### config.mk
export PLATFORM = sky130hd
export DESIGN_NAME = fb_line_scheduler
export DESIGN_NICKNAME = d
export VERILOG_FILES = /design/src/rtl/fb_line_scheduler_pkg.sv /design/src/rtl/shift_register.sv /design/src/rtl/fb_line_scheduler.sv
export SDC_FILE = /design/constraint.sdc
export NUM_CORES = 1
export LEC_CHECK = 0
export CELL_PAD_IN_SITES_DETAIL_PLACEMENT = 1
export CELL_PAD_IN_SITES_GLOBAL_PLACEMENT = 1
export CORE_AREA = 2 2 163 165
export CTS_CLUSTER_SIZE = 10
export DETAILED_ROUTE_END_ITERATION = 16
export DIE_AREA = 0 0 165 167
export GPL_TIMING_DRIVEN = 0
export PLACE_DENSITY_LB_ADDON = 0.1
export SYNTH_ARGS = -nofsm -noshare
export SYNTH_HDL_FRONTEND = slang
export SYNTH_SLANG_ARGS = --single-unit
### constraint.sdc
create_clock -name clk -period 4.8 [get_ports clk]
set_input_delay 0.72 -clock clk [delete_from_list [all_inputs] [get_ports clk]]
set_output_delay 0.72 -clock clk [all_outputs]
set_load 0.02 [all_outputs]
### src/rtl/fb_line_scheduler_pkg.sv
// Shared definitions for the framebuffer line scheduler: scheduler state
// encoding and the next-line helper used to pick the line to prefetch.
package fb_line_scheduler_pkg;

  localparam int FB_STATE_W = 2;

  typedef enum logic [FB_STATE_W-1:0] {
    ST_IDLE  = 2'd0,
    ST_FETCH = 2'd1,
    ST_YIELD = 2'd2,
    ST_DRAIN = 2'd3
  } fb_state_e;

  // The line being displayed next: wraps to 0 after the last line of the frame.
  function automatic logic [31:0] next_line(input logic [31:0] vc,
                                            input logic [31:0] max_v);
    return (vc == max_v) ? 32'd0 : vc + 32'd1;
  endfunction

endpackage

### src/rtl/shift_register.sv
// Fixed-delay register chain; every stage clears on reset so nothing
// in flight survives a reset.
module shift_register #(
  parameter int WIDTH = 1,
  parameter int DELAY = 1
) (
  input  logic             clk,
  input  logic             reset,
  input  logic [WIDTH-1:0] d,
  output logic [WIDTH-1:0] q
);

  logic [WIDTH-1:0] stg_p [DELAY];

  always_ff @(posedge clk or posedge reset) begin
    if (reset) begin
      for (int i = 0; i < DELAY; i++) stg_p[i] <= '0;
    end else begin
      stg_p[0] <= d;
      for (int i = 1; i < DELAY; i++) stg_p[i] <= stg_p[i-1];
    end
  end

  assign q = stg_p[DELAY-1];

endmodule

### src/rtl/fb_line_scheduler.sv
// Prefetches the next visible scanline from memory into a ping-pong line
// buffer, interleaving a single-word writer port between read bursts.
module fb_line_scheduler
  import fb_line_scheduler_pkg::*;
#(
  parameter int FB_WORDS    = 320,
  parameter int FB_LINES    = 720,
  parameter int FB_MAX_V    = 749,
  parameter int ADDR_BITS   = 20,
  parameter int DATA_BITS   = 32,
  parameter int BURST_LEN   = 16,
  parameter int MEM_LATENCY = 2
) (
  input  logic                        clk,
  input  logic                        reset,
  input  logic [31:0]                 vcount,
  input  logic                        vsync,
  input  logic [ADDR_BITS-1:0]        base_addr,
  input  logic                        wr_valid,
  output logic                        wr_ready,
  input  logic [ADDR_BITS-1:0]        wr_addr,
  input  logic [DATA_BITS-1:0]        wr_data,
  output logic                        mem_en,
  output logic                        mem_we,
  output logic [ADDR_BITS-1:0]        mem_addr,
  output logic [DATA_BITS-1:0]        mem_wdata,
  input  logic [DATA_BITS-1:0]        mem_rdata,
  output logic                        lb_we,
  output logic                        lb_bank,
  output logic [$clog2(FB_WORDS)-1:0] lb_addr,
  output logic [DATA_BITS-1:0]        lb_wdata,
  output logic                        overrun
);

  localparam int IDX_W = $clog2(FB_WORDS);
  localparam int BC_W  = $clog2(BURST_LEN + 1);
  localparam int LAT_W = $clog2(MEM_LATENCY + 1);
  localparam int PIPE_W = IDX_W + 2;

  fb_state_e              state;
  logic [31:0]            vcount_q;
  logic                   vsync_q;
  logic [ADDR_BITS-1:0]   frame_base;
  logic [ADDR_BITS-1:0]   line_addr;
  logic [IDX_W-1:0]       word;
  logic [BC_W-1:0]        burst_cnt;
  logic [LAT_W-1:0]       drain_cnt;
  logic                   fetch_bank;
  logic                   overrun_q;

  logic [31:0]            target;
  logic                   line_evt;
  logic                   fetch_req;
  logic                   vsync_fall;
  logic [ADDR_BITS-1:0]   base_now;
  logic [ADDR_BITS-1:0]   line_start;
  logic                   last_word;
  logic                   burst_end;
  logic                   grant_ok;
  logic                   rd_issue;
  logic                   wr_issue;
  logic [PIPE_W-1:0]      pipe_d;
  logic [PIPE_W-1:0]      pipe_q;

  assign line_evt   = (vcount != vcount_q);
  assign target     = next_line(vcount, 32'(FB_MAX_V));
  assign fetch_req  = line_evt && (target < 32'(FB_LINES));
  assign vsync_fall = vsync_q && !vsync;

  // A base change landing on the same cycle as the line event must already apply.
  assign base_now   = vsync_fall ? base_addr : frame_base;
  assign line_start = base_now + ADDR_BITS'(target * 32'(FB_WORDS));

  assign last_word  = (word == IDX_W'(FB_WORDS - 1));
  assign burst_end  = (burst_cnt == BC_W'(BURST_LEN - 1));

  // Writer is served only in gaps the fetch leaves open; reads and writes never share a cycle.
  assign grant_ok  = (state == ST_YIELD) || ((state == ST_IDLE) && !fetch_req);
  assign rd_issue  = (state == ST_FETCH) && !reset;
  assign wr_issue  = grant_ok && wr_valid && !reset;

  assign wr_ready  = wr_issue;
  assign mem_en    = rd_issue || wr_issue;
  assign mem_we    = wr_issue;
  assign mem_addr  = wr_issue ? wr_addr : (line_addr + ADDR_BITS'(word));
  assign mem_wdata = wr_data;

  always_ff @(posedge clk or posedge reset) begin
    if (reset) begin
      state      <= ST_IDLE;
      vcount_q   <= '0;
      vsync_q    <= 1'b1;
      frame_base <= '0;
      line_addr  <= '0;
      word       <= '0;
      burst_cnt  <= '0;
      drain_cnt  <= '0;
      fetch_bank <= 1'b0;
      overrun_q  <= 1'b0;
    end else begin
      vcount_q <= vcount;
      vsync_q  <= vsync;
      if (vsync_fall) frame_base <= base_addr;

      if (fetch_req) begin
        // Any fetch still in progress is abandoned; its in-flight reads still land.
        if (state != ST_IDLE) overrun_q <= 1'b1;
        state      <= ST_FETCH;
        word       <= '0;
        burst_cnt  <= '0;
        line_addr  <= line_start;
        fetch_bank <= target[0];
      end else begin
        case (state)
          ST_IDLE: state <= ST_IDLE;
          ST_FETCH: begin
            if (last_word) begin
              state     <= ST_DRAIN;
              word      <= '0;
              burst_cnt <= '0;
              drain_cnt <= LAT_W'(MEM_LATENCY - 1);
            end else begin
              word <= word + IDX_W'(1);
              if (burst_end) begin
                burst_cnt <= '0;
                if (wr_valid) state <= ST_YIELD;
              end else begin
                burst_cnt <= burst_cnt + BC_W'(1);
              end
            end
          end
          ST_YIELD: state <= ST_FETCH;
          ST_DRAIN: begin
            if (drain_cnt == '0) state <= ST_IDLE;
            else                 drain_cnt <= drain_cnt - LAT_W'(1);
          end
          default: state <= ST_IDLE;
        endcase
      end
    end
  end

  // Read valid, bank and word index travel with the memory latency.
  assign pipe_d = {rd_issue, fetch_bank, word};

  shift_register #(
    .WIDTH (PIPE_W),
    .DELAY (MEM_LATENCY)
  ) u_rd_pipe (
    .clk   (clk),
    .reset (reset),
    .d     (pipe_d),
    .q     (pipe_q)
  );

  assign lb_we    = pipe_q[PIPE_W-1];
  assign lb_bank  = pipe_q[PIPE_W-2];
  assign lb_addr  = pipe_q[IDX_W-1:0];
  assign lb_wdata = mem_rdata;
  assign overrun  = overrun_q;

endmodule

## Word-level counts from Yosys, hierarchy flattened

Index checks and enable logic that the tools add are counted.

- Multiplexer cells: 19
- Reduce and logical (&&, ||, !) cells: 19
- Bitwise gates (word level): 1
- Equal/unequal tests: 12
- $add $sub $neg: 6
- $lt $le $gt $ge: 1
- Multipliers: 1

Operator list:

| operator | number |
|---|---|
| 2-to-1 mux 20 bit | 2 |
| adder 32 x 1 -> 32 bit (second input constant) | 1 |
| == test 32 x 10 -> 1 bit (second input constant) | 1 |
| less-than comparator 32 x 10 -> 1 bit (second input constant) | 1 |
| multiplier 32 x 3 -> 14 bit (second input constant) | 1 |
| 2-to-1 mux 32 bit | 1 |
| != test 32 bit | 1 |
| 2-to-1 mux 9 bit | 3 |
| adder 20 bit | 1 |
| adder 20 x 9 -> 20 bit | 1 |
| 2-to-1 mux 5 bit | 4 |
| 2-to-1 mux 2 bit | 7 |
| adder 9 x 1 -> 9 bit (second input constant) | 1 |
| == test 9 bit (second input constant) | 1 |
| != test 4 bit (second input constant) | 2 |
| case mux 2 bit (4 select lines) | 1 |
| logical AND 1 bit | 6 |
| nonzero test 2 bit | 3 |
| adder 5 x 1 -> 5 bit (second input constant) | 1 |
| == test 5 x 4 -> 1 bit (second input constant) | 1 |
| == test 2 bit (second input constant) | 2 |
| zero test 2 bit | 2 |
| != test 2 bit (second input constant) | 2 |
| case mux 2 bit (2 select lines) | 1 |
| 9 further kinds | 12 |

- Word-level logic and storage cells: 71
- Register bits after elaboration: 115

## Depth between registers and ports, before layout

Gate-level depths: netlist (run 1).

- Depth in word-level cells: 10
- Mapped depth: 22
- Depth with buffers taken out: 20

## By module

Synthesis (run 1) repeated with hierarchy kept, for this count alone.

- Cell total of the unflattened synthesis: 808
- Area total of the unflattened synthesis: 7953.9 µm²

By module, submodules not included:

| module | area each (µm²) | instances | cells an instance |
|---|---|---|---|
| fb_line_scheduler | 7317.0 | 1 | 774 |
| shift_register | 636.9 | 1 | 34 |

## Worst setup path before layout (run 1)

No wires, ideal clock.

- Path kind: input port to output port
- From: input reset
- To: output mem_addr[1]
- Required time: 4.080 ns
- Arrival time: 4.568 ns
- Path buffers: 1
- Setup slack: -0.488 ns
- Stages on the path: 6
- Path through: inv_1 nand2_1 clkbuf_1 nand2_1 o311ai_0 nor3_1

- Word-level cells in the longest chain between the ends: 3

RTL lines:

| element | line | text |
|---|---|---|
| from (decl) | fb_line_scheduler.sv:15 | `input logic reset,` |
| zero test 1 bit (no source line) | -- |  |
| logical AND 1 bit | fb_line_scheduler.sv:80 | `assign wr_issue = grant_ok && wr_valid && !reset;` |
| 2-to-1 mux 20 bit | fb_line_scheduler.sv:85 | `assign mem_addr = wr_issue ? wr_addr : (line_addr + ADDR_BITS'(word));` |
| to (decl) | fb_line_scheduler.sv:25 | `output logic [ADDR_BITS-1:0] mem_addr,` |

No other way between the ends.

## Worst setup path after layout (run 1)

- From: input vcount[17]
- To: output mem_addr[18]

- Word-level cells in the longest chain between the ends: 10
- Elaborated cells on any way between the ends: 12
- Those cells by class: add/sub: 1; order compare: 1; eq/ne: 2; mux: 2; reduce/logical: 6

RTL lines:

| element | line | text |
|---|---|---|
| from (decl) | fb_line_scheduler.sv:16 | `input logic [31:0] vcount,` |
| adder 32 x 1 -> 32 bit or == test 32 x 10 -> 1 bit (tied branches) | fb_line_scheduler_pkg.sv:17 | `return (vc == max_v) ? 32'd0 : vc + 32'd1;` |
| 2-to-1 mux 32 bit | fb_line_scheduler_pkg.sv:17 |  |
| less-than comparator 32 x 10 -> 1 bit | fb_line_scheduler.sv:67 | `assign fetch_req = line_evt && (target < 32'(FB_LINES));` |
| logical AND 1 bit * | fb_line_scheduler.sv:67 |  |
| zero test 1 bit * | fb_line_scheduler.sv:78 | `assign grant_ok = (state == ST_YIELD) \|\| ((state == ST_IDLE) && !fetch_req);` |
| logical AND 1 bit * | fb_line_scheduler.sv:78 |  |
| logical OR 1 bit * | fb_line_scheduler.sv:78 |  |
| logical AND 1 bit * (2 in a row) | fb_line_scheduler.sv:80 |  |
| 2-to-1 mux 20 bit * | fb_line_scheduler.sv:85 |  |

Mark *: on every way between the ends. The rest lies on a longest branch, timed or not.

==> out/results.txt, run 1 <==
Status -> completed
Post-cts hold buffer count -> 0
Via Count -> 7740
Leading area contributor after synthesis -> dfrtp_1
Crit. End Element -> output port
Max Cap Viol -> 0
Pwr/cell area -> 296 mW/mm2
Top cells by area, synth -> dfrtp_1, ha_1, buf_4
Register bit total from synthesis -> 115
Routed wire length -> 26.8 mm
Die Span X -> 165 um
Wire per inst -> 17.7 um
Register share of total power -> 30.5%
DRC -> 0
Leak Pwr -> 5.31 nW
Share of the synthesized area in the top cell type -> 34.1%
Core area -> 0.0258 mm2
CTS tree -> yes
Most used DFF post-synth -> dfrtp_1
Vias/cell -> 5.10
Minimum clock period -> 4.70 ns
Fraction of layout cells with a size suffix above 1 -> 27.5%
H-Tree Depth -> 4
Ports -> 239
Reg clk slew, reported paths -> 0.06 ns
Max VDD drop -> 0.000202 V
Remaining antenna violation count -> 0
Startpoint types -> primary input
Gate power share -> 34.5%
Netlist cell types -> 74
Period utilization -> 98.0%
Psw -> 0.00115 W
P_int -> 0.00242 W
Net Count, Synth -> 1099
Max Freq -> 213 MHz
Setup violators final -> 0
Register area share after synthesis -> 34.4%
Max_slew headroom -> 43.2%
First-pass GRT wire length -> 41.2 mm
Slew Limit Fails -> 0
Initial antenna violation count -> 0
Synth async-reset ratio -> 100%
Switching part of the total -> 32.3%
Area added between synthesis and finish -> 44.2%
Largest net degree at the start of global routing -> 43
Post-synth EDFFs -> 0
Worst EP required -> 4.08 ns
Critical Path Most Common Cell -> buf_4
Worst-skew pair later-pin latency -> 0.43 ns
Ant. Diodes -> 0
Slew at the pin closest to its max-slew limit -> 0.841 ns
Die boundary height -> 167 um
Hold Worst Slack -> 0.348 ns
Clock sinks -> 115
Num rows -> 59
Crit path buffers/inverters -> 10
Vias in the first global route -> 7804
Gr usage total -> 19.1%
Nets -> 1361
Layout fillers -> 2967
Detailed Place HPWL -> 19.6 mm
Fin Clk Skew -> 0.00777 ns
HP Class -> reg2reg
Ys Warns -> 0
Clock buffer count from CTS -> 17
Crit path kind -> in2out
Initial Utilization -> 32.5%
Commonest cells in the netlist -> dfrtp_1, buf_4, xnor2_1
Power consumption -> 0.00358 W
CP cell instances -> clkdlybuf4s15_2, nor4_4, buf_4, buf_4, buf_4, buf_4, buf_4, buf_4, buf_4, nor2b_1, a31o_2, o2111ai_1, or4_4, buf_6, a32o_1, nor3_2, clkdlybuf4s15_2
Top-count cell post-synth -> dfrtp_1
Synth Area per Inst -> 9.21 um2
Final hold vios -> 0
Initial DRC Count -> 302
Crit path max-delay family -> buffers and inverters
CP peak stage delay -> 0.59 ns
GPL Wtd Cong -> 0.818
DRT Pass-1 Iters -> 4
Worst Path Max Fanout -> 10
Synth Instances -> 909
CP arrival -> 3.98 ns
Cell Area, Synth -> 0.00837 mm2
Root Driver -> clkbuf_16
PortBufs -> 174
Die ar. -> 0.0276 mm2
CTS max path bufs -> 2
Slowest CP cell -> or4_4
Grt total ovfl -> 0
Clock share of power -> 35.0%
## flip-flops by register name, indices dropped and copies added (netlist names)
name,flops
vsync_q,1
vcount_q,32
frame_base,20
burst_cnt,5
state,2
drain_cnt,2
u_rd_pipe.stg_p,11
overrun,1
u_rd_pipe.q,11
line_addr,20
fetch_bank,1
word,9
## power by group through the flow
stage                     Combinational (W)  Clock [W]  Sequential [W]
final                               0.00124    0.00125         0.00109
after global routing                0.00135    0.00133         0.00110
after CTS                           0.00116    0.00129         0.00109
after detailed placement            0.00109          0         0.00111
after global placement              0.00107          0         0.00111
after floorplan                    0.000725          0         0.00109
## worst register-to-register path: cells and delay by family, from the launching register on
| kind | cells | cell delay, ns |
|---|---|---|
| and+or+nand+nor | 3 | 0.58 |
| DFF | 1 | 0.36 |
| AOI/OAI and AO/OA | 6 | 1.35 |
| buffers and inverters | 2 | 0.85 |
| adders and majority gates | 1 | 0.35 |
| muxes | 1 | 0.45 |
## kinds of logic (layout without fill, tap and decap cells)
family / count (synthesis) / count (layout) / synth area share (%)
DFF: 115 / 115 / 34.4
muxes: 34 / 34 / 4.51
adders and majority gates: 51 / 51 / 7.77
and+or+nand+nor: 282 / 282 / 18.3
buffers and inverters: 158 / 432 / 11.2
xor gates and xnor gates: 88 / 88 / 9.21
AOI/OAI and AO/OA: 181 / 181 / 14.7
## timing repair
action                                  4_1_cts  5_1_grt
endpoints found under the setup margin       30       27
gates cloned                                  1        1
buffers inserted                             36       33
resized for setup                           158       68
pin swaps                                    35       31
## per-stage QoR
| stage | setup WS [ns] | instances | utilization [%] | TNS, ns | area, um2 |
|---|---|---|---|---|---|
| 3_3_place_gp | -1.94 | 1418 | 41.0 | -39.14 | 10600 |
| 5_1_grt | -0.0595 | 1518 | 46.8 | -0.122 | 12100 |
| 2_1_floorplan | 0.00713 | 909 | - | 0 | 8390 |
| 3_5_place_dp | -1.46 | 1421 | 41.2 | -29.98 | 10600 |
| 4_1_cts | -0.0498 | 1486 | 45.7 | -0.301 | 11800 |
| 6_report | 0.0976 | 1518 | 46.8 | 0 | 12100 |
## layout by cell type (no fill, tap or decap), types with 5 or more instances in the layout
cell type,instances
nand4_1,33
nor2_1,54
or3_1,14
clkdlybuf4s15_2,12
buf_2,9
o21ai_0,34
a32o_1,6
a21oi_1,33
buf_4,141
buf_6,17
xnor2_1,60
nand3_1,21
nor4_1,5
nand2_1,45
o2111ai_1,5
and3_1,13
mux2_2,30
a21o_1,11
nor3_1,27
ha_1,41
clkbuf_16,17
clkbuf_1,17
inv_1,34
or2_2,6
clkbuf_2,14
o211ai_1,11
nor4_4,6
nor2b_1,6
clkdlybuf4s50_1,121
dfrtp_1,114
o31a_1,11
dlymetal6s2s_1,9
a211oi_1,5
a31oi_1,12
nand2b_1,7
a21oi_2,5
xor2_1,27
dlygate4sd2_1,12
clkinvlp_4,5
## path summary, 6_finish.rpt
path	start	to	slack (ns)	depth (start not counted)
worst max-delay path	vcount[17]	mem_addr[18]	0.1	17
worst max register to register	vsync_q	line_addr[15]	0.76	13
min in group asynchronous	reset	u_rd_pipe.q[10]	0.63	2
max in group asynchronous	reset	vcount_q[19]	3.45	4
worst min-delay path	u_rd_pipe.stg_p[21]	u_rd_pipe.q[10]	0.35	0
worst min register to register	u_rd_pipe.stg_p[21]	u_rd_pipe.q[10]	0.35	0
## per-layer routing
| layer | up-vias | track usage [%] | share of wire (%) |
|---|---|---|---|
| met5 | - | 0 | 0 |
| met4 | 0 | 4.95 | 1.6 |
| met3 | 25 | 3.06 | 3.0 |
| met2 | 141 | 33.8 | 52 |
| met1 | 3844 | 24.0 | 43 |
| li1 | 3730 | - | - |
## layout make-up
class	instances	area [um2]	share of cell area, %
Multi-Input combinational cell	636	4910	40.6
Sequential cell	115	2880	23.9
Timing Repair Buffer	248	2280	18.9
Buffer	117	871	7.22
Clock buffer	19	443	3.67
Tap cell	335	419	3.47
Inverter	36	139	1.15
Clock inverter	12	135	1.12
Power figures use the tool's default switching activity.
==> inputs of run 2 (changes only) <==
==> constraint.sdc (replaced) <==
create_clock -name clk -period 3.85 [get_ports clk]
set_input_delay 0.5775 -clock clk [delete_from_list [all_inputs] [get_ports clk]]
set_output_delay 0.5775 -clock clk [all_outputs]
set_load 0.02 [all_outputs]
==> run 2 against run 1 <==
The run now ends with negative setup slack left. First-iteration DRC count rose by 29%. Combinational power rose by 47%. Clock skew rose by 0.0031 ns. Cell area rose by 8.4%. Clock power rose by 27%. Critical path depth rose by 6. Via count rose by 4.6%. Final cell count rose by 2.5%. Hold slack got worse by 0.10 ns. Utilization rose by 3.9 points. Worst setup slack got worse by 0.63 ns. Count of clock-buffer cells in the layout rose by 1. Largest cell class unchanged. Largest power group is now combinational logic.
==> out/results.txt, run 2 (same netlist as run 1, synthesis figures left out) <==
Vias in the first global route -> 8397 (+7.6%)
Ports -> 239 (unchanged)
PortBufs -> 174 (unchanged)
Initial antenna violation count -> 0 (unchanged)
Max VDD drop -> 0.000243 V (+20%)
CP arrival -> 4.70 ns (+0.72 ns)
Util after Layout -> 50.8% (+3.9 points)
Status -> finished, violations left
H-Tree Depth -> 4 (unchanged)
DRC -> 0 (unchanged)
Max Cap Viol -> 0 (unchanged)
CTS tree -> yes
Die Span X -> 165 um (unchanged)
Most frequent cells in the layout -> buf_4, clkdlybuf4s50_1, dfrtp_1
Ant. Diodes -> 0 (unchanged)
Setup violators final -> 30 (+30)
Area added between synthesis and finish -> 56.2%
Period utilization -> 114%
Switching part of the total -> 33.4% (+1.2 points)
Pre-CTS setup slack -> -2.03 ns (-0.571 ns)
Post-Place Cell Area -> 0.0107 mm2 (+0.95%)
Reg clk slew, reported paths -> 0.06 ns (about the same)
Fraction of layout cells with a size suffix above 1 -> 38.3% (+11 points)
Slew Limit Fails -> 0 (unchanged)
Worst-skew pair later-pin latency -> 0.43 ns (about the same)
Worst r2r src -> vsync_q
Core area -> 0.0258 mm2 (unchanged)
Startpoint types -> primary input
Fin Clk Skew -> 0.0109 ns (+0.00313 ns)
Die ar. -> 0.0276 mm2 (unchanged)
Slew at the pin closest to its max-slew limit -> 0.886 ns (+0.0454 ns)
Root Driver -> clkbuf_16
Via Count -> 8099 (+4.6%)
Max reg flops -> 32 (unchanged)
Worst Setup Slack, final -> -0.533 ns (-0.631 ns)
Reg with most FFs -> vcount_q
R2R setup slack -> 0.03 ns (-0.73 ns)
Final Non-Filler Cells -> 1556 (+2.5%)
Power consumption -> 0.00478 W (+33%)
Die boundary height -> 167 um (unchanged)
Commonest non-fill, non-tap cell in the layout -> buf_4
Layout fillers -> 2839 (-4.3%)
Registers with the most flip-flops -> vcount_q x32, frame_base x20, line_addr x20
P_int -> 0.00318 W (+31%)
Routed wire length -> 29.2 mm (+9.0%)
Num rows -> 59 (unchanged)
HP Class -> in2reg
CP peak stage delay -> 0.51 ns (-0.08 ns)
RSZ-0062 raised after global routing -> true
Vias/cell -> 5.21 (+2.1%)
Violated checks -> negative setup slack
Critical Path Most Common Cell -> a21oi_2
Gr usage total -> 20.8% (+1.6 points)
Leak Pwr -> 5.66 nW (+6.7%)
Gate power share -> 38.2% (+3.7 points)
DRT Pass-1 Iters -> 5 (+1)
GPL Wtd Cong -> 0.824 (+0.75%)
CTS max path bufs -> 2 (unchanged)
Initial DRC Count -> 391 (+29%)
Clock sinks -> 115 (unchanged)
CP cell instances -> buf_2, ha_4, nor3b_2, nand4_1, nor4_4, clkbuf_8, clkbuf_16, buf_6, nor2_1, ha_1, a21o_1, a21oi_4, o21bai_4, a21oi_2, o21bai_1, a21oi_2, or4b_4, o2111ai_4, ha_4, a21oi_2, a31oi_1, xnor2_1, o21ai_1
Clock buffer count from CTS -> 17 (unchanged)
Critical Path Source -> vcount[0]
Detailed Place HPWL -> 19.6 mm (+0.12%)
Crit path kind -> in2reg
Final hold vios -> 0 (unchanged)
Wire per inst -> 18.8 um (+6.3%)
Slowest CP cell -> or4b_4
Hold wc startpoint -> vcount[8]
Worst EP required -> 4.16 ns (+0.08 ns)
Nets -> 1398 (+2.7%)
Grt total ovfl -> 0 (unchanged)
Max_slew headroom -> 40.1% (-3.1 points)
Largest net degree at the start of global routing -> 41 (-4.7%)
Psw -> 0.00160 W (+38%)
Dpl cells -> 1421 (unchanged)
Worst Path Max Fanout -> 7 (-3)
Remaining antenna violation count -> 0 (unchanged)
Clock share of power -> 33.3% (-1.7 points)
Fin area -> 0.0131 mm2 (+8.4%)
Register share of total power -> 28.5% (-2.0 points)
Minimum clock period -> 4.38 ns
First-pass GRT wire length -> 44.8 mm (+8.9%)
Max Freq -> 228 MHz
Crit. End Element -> flop
Pwr/cell area -> 365 mW/mm2 (+23%)
Initial Utilization -> 32.5% (unchanged)
[run 2: changes by cell type in the layout (fill, tap and decap cells not counted), moves of 9 or more]
cell / change
buf_4: +21
buf_6: +39
clkdlybuf4s15_2: -11
dlygate4sd2_1: -12
dlymetal6s2s_1: -9
nand3_1: -9
nor3_1: -14
nor3_2: +12
[run 2: path summary, 6_finish.rpt]
check | endpoint | cells after the start
worst min register to register | u_rd_pipe.q[6] | 0
max in group asynchronous | vsync_q | 3
worst max register to register | line_addr[15] | 13
worst max-delay path | line_addr[19] | 23
min in group asynchronous | state[0] | 2
worst min-delay path | vcount_q[8] | 1
[run 2: final cells by class]
cell class                      instances  area (um2)  share of cell area [%]
Tap cell                              335         419                    3.20
Timing Repair Buffer                  286        2670                    20.4
Clock buffer                           20         467                    3.57
Buffer                                116         931                    7.12
Sequential cell                       115        2880                    22.0
Multi-Input combinational cell        636        5450                    41.7
Inverter                               36         141                    1.08
Clock inverter                         12         119                   0.909
[run 2: metal layers]
| metal | vias to the layer above | wire, um | part of all wire, % | global-route usage [%] |
|---|---|---|---|---|
| met1 | 4041 | 12100 | 41 | 26.0 |
| met4 | 0 | 672 | 2.3 | 7.07 |
| met2 | 204 | 15100 | 52 | 35.7 |
| li1 | 3810 | - | - | - |
| met3 | 44 | 1330 | 4.6 | 3.76 |
| met5 | - | 0 | 0 | 0 |
[run 2: per-stage QoR]
| step | hold WS [ns] | TNS, ns |
|---|---|---|
| floorplan | 0.331 | -3.50 |
| global placement | 0.334 | -74.36 |
| detailed placement | 0.336 | -67.85 |
| CTS | 0.236 | -9.34 |
| global route | 0.232 | -13.91 |
| finish | 0.244 | -9.33 |
[run 2: power groups by stage]
stage	Combinational [W]	Clock [W]	Sequential, W
CTS	0.00161	0.00162	0.00136
floorplan	0.000923	0	0.00136
finish	0.00182	0.00159	0.00136
global placement	0.00135	0	0.00138
global route	0.00198	0.00167	0.00137
detailed placement	0.00138	0	0.00138
[run 2: repair_timing]
item | in CTS | in global routing
hold endpoints to repair | 0 | 0
setup buffers | 85 | 23
resized for setup | 391 | 124
setup endpoints to repair | 56 | 30
pin swaps | 80 | 50
gates cloned | 1 | 2
hold buffers | 0 | 0
[run 2: worst max-delay path, delay by kind of cell]
kind                       cells  cell delay (ns)
and+or+nand+nor                5             1.25
AOI/OAI and AO/OA             10             1.24
adders and majority gates      3             0.72
buffers and inverters          4             0.63
xor gates and xnor gates       1             0.26
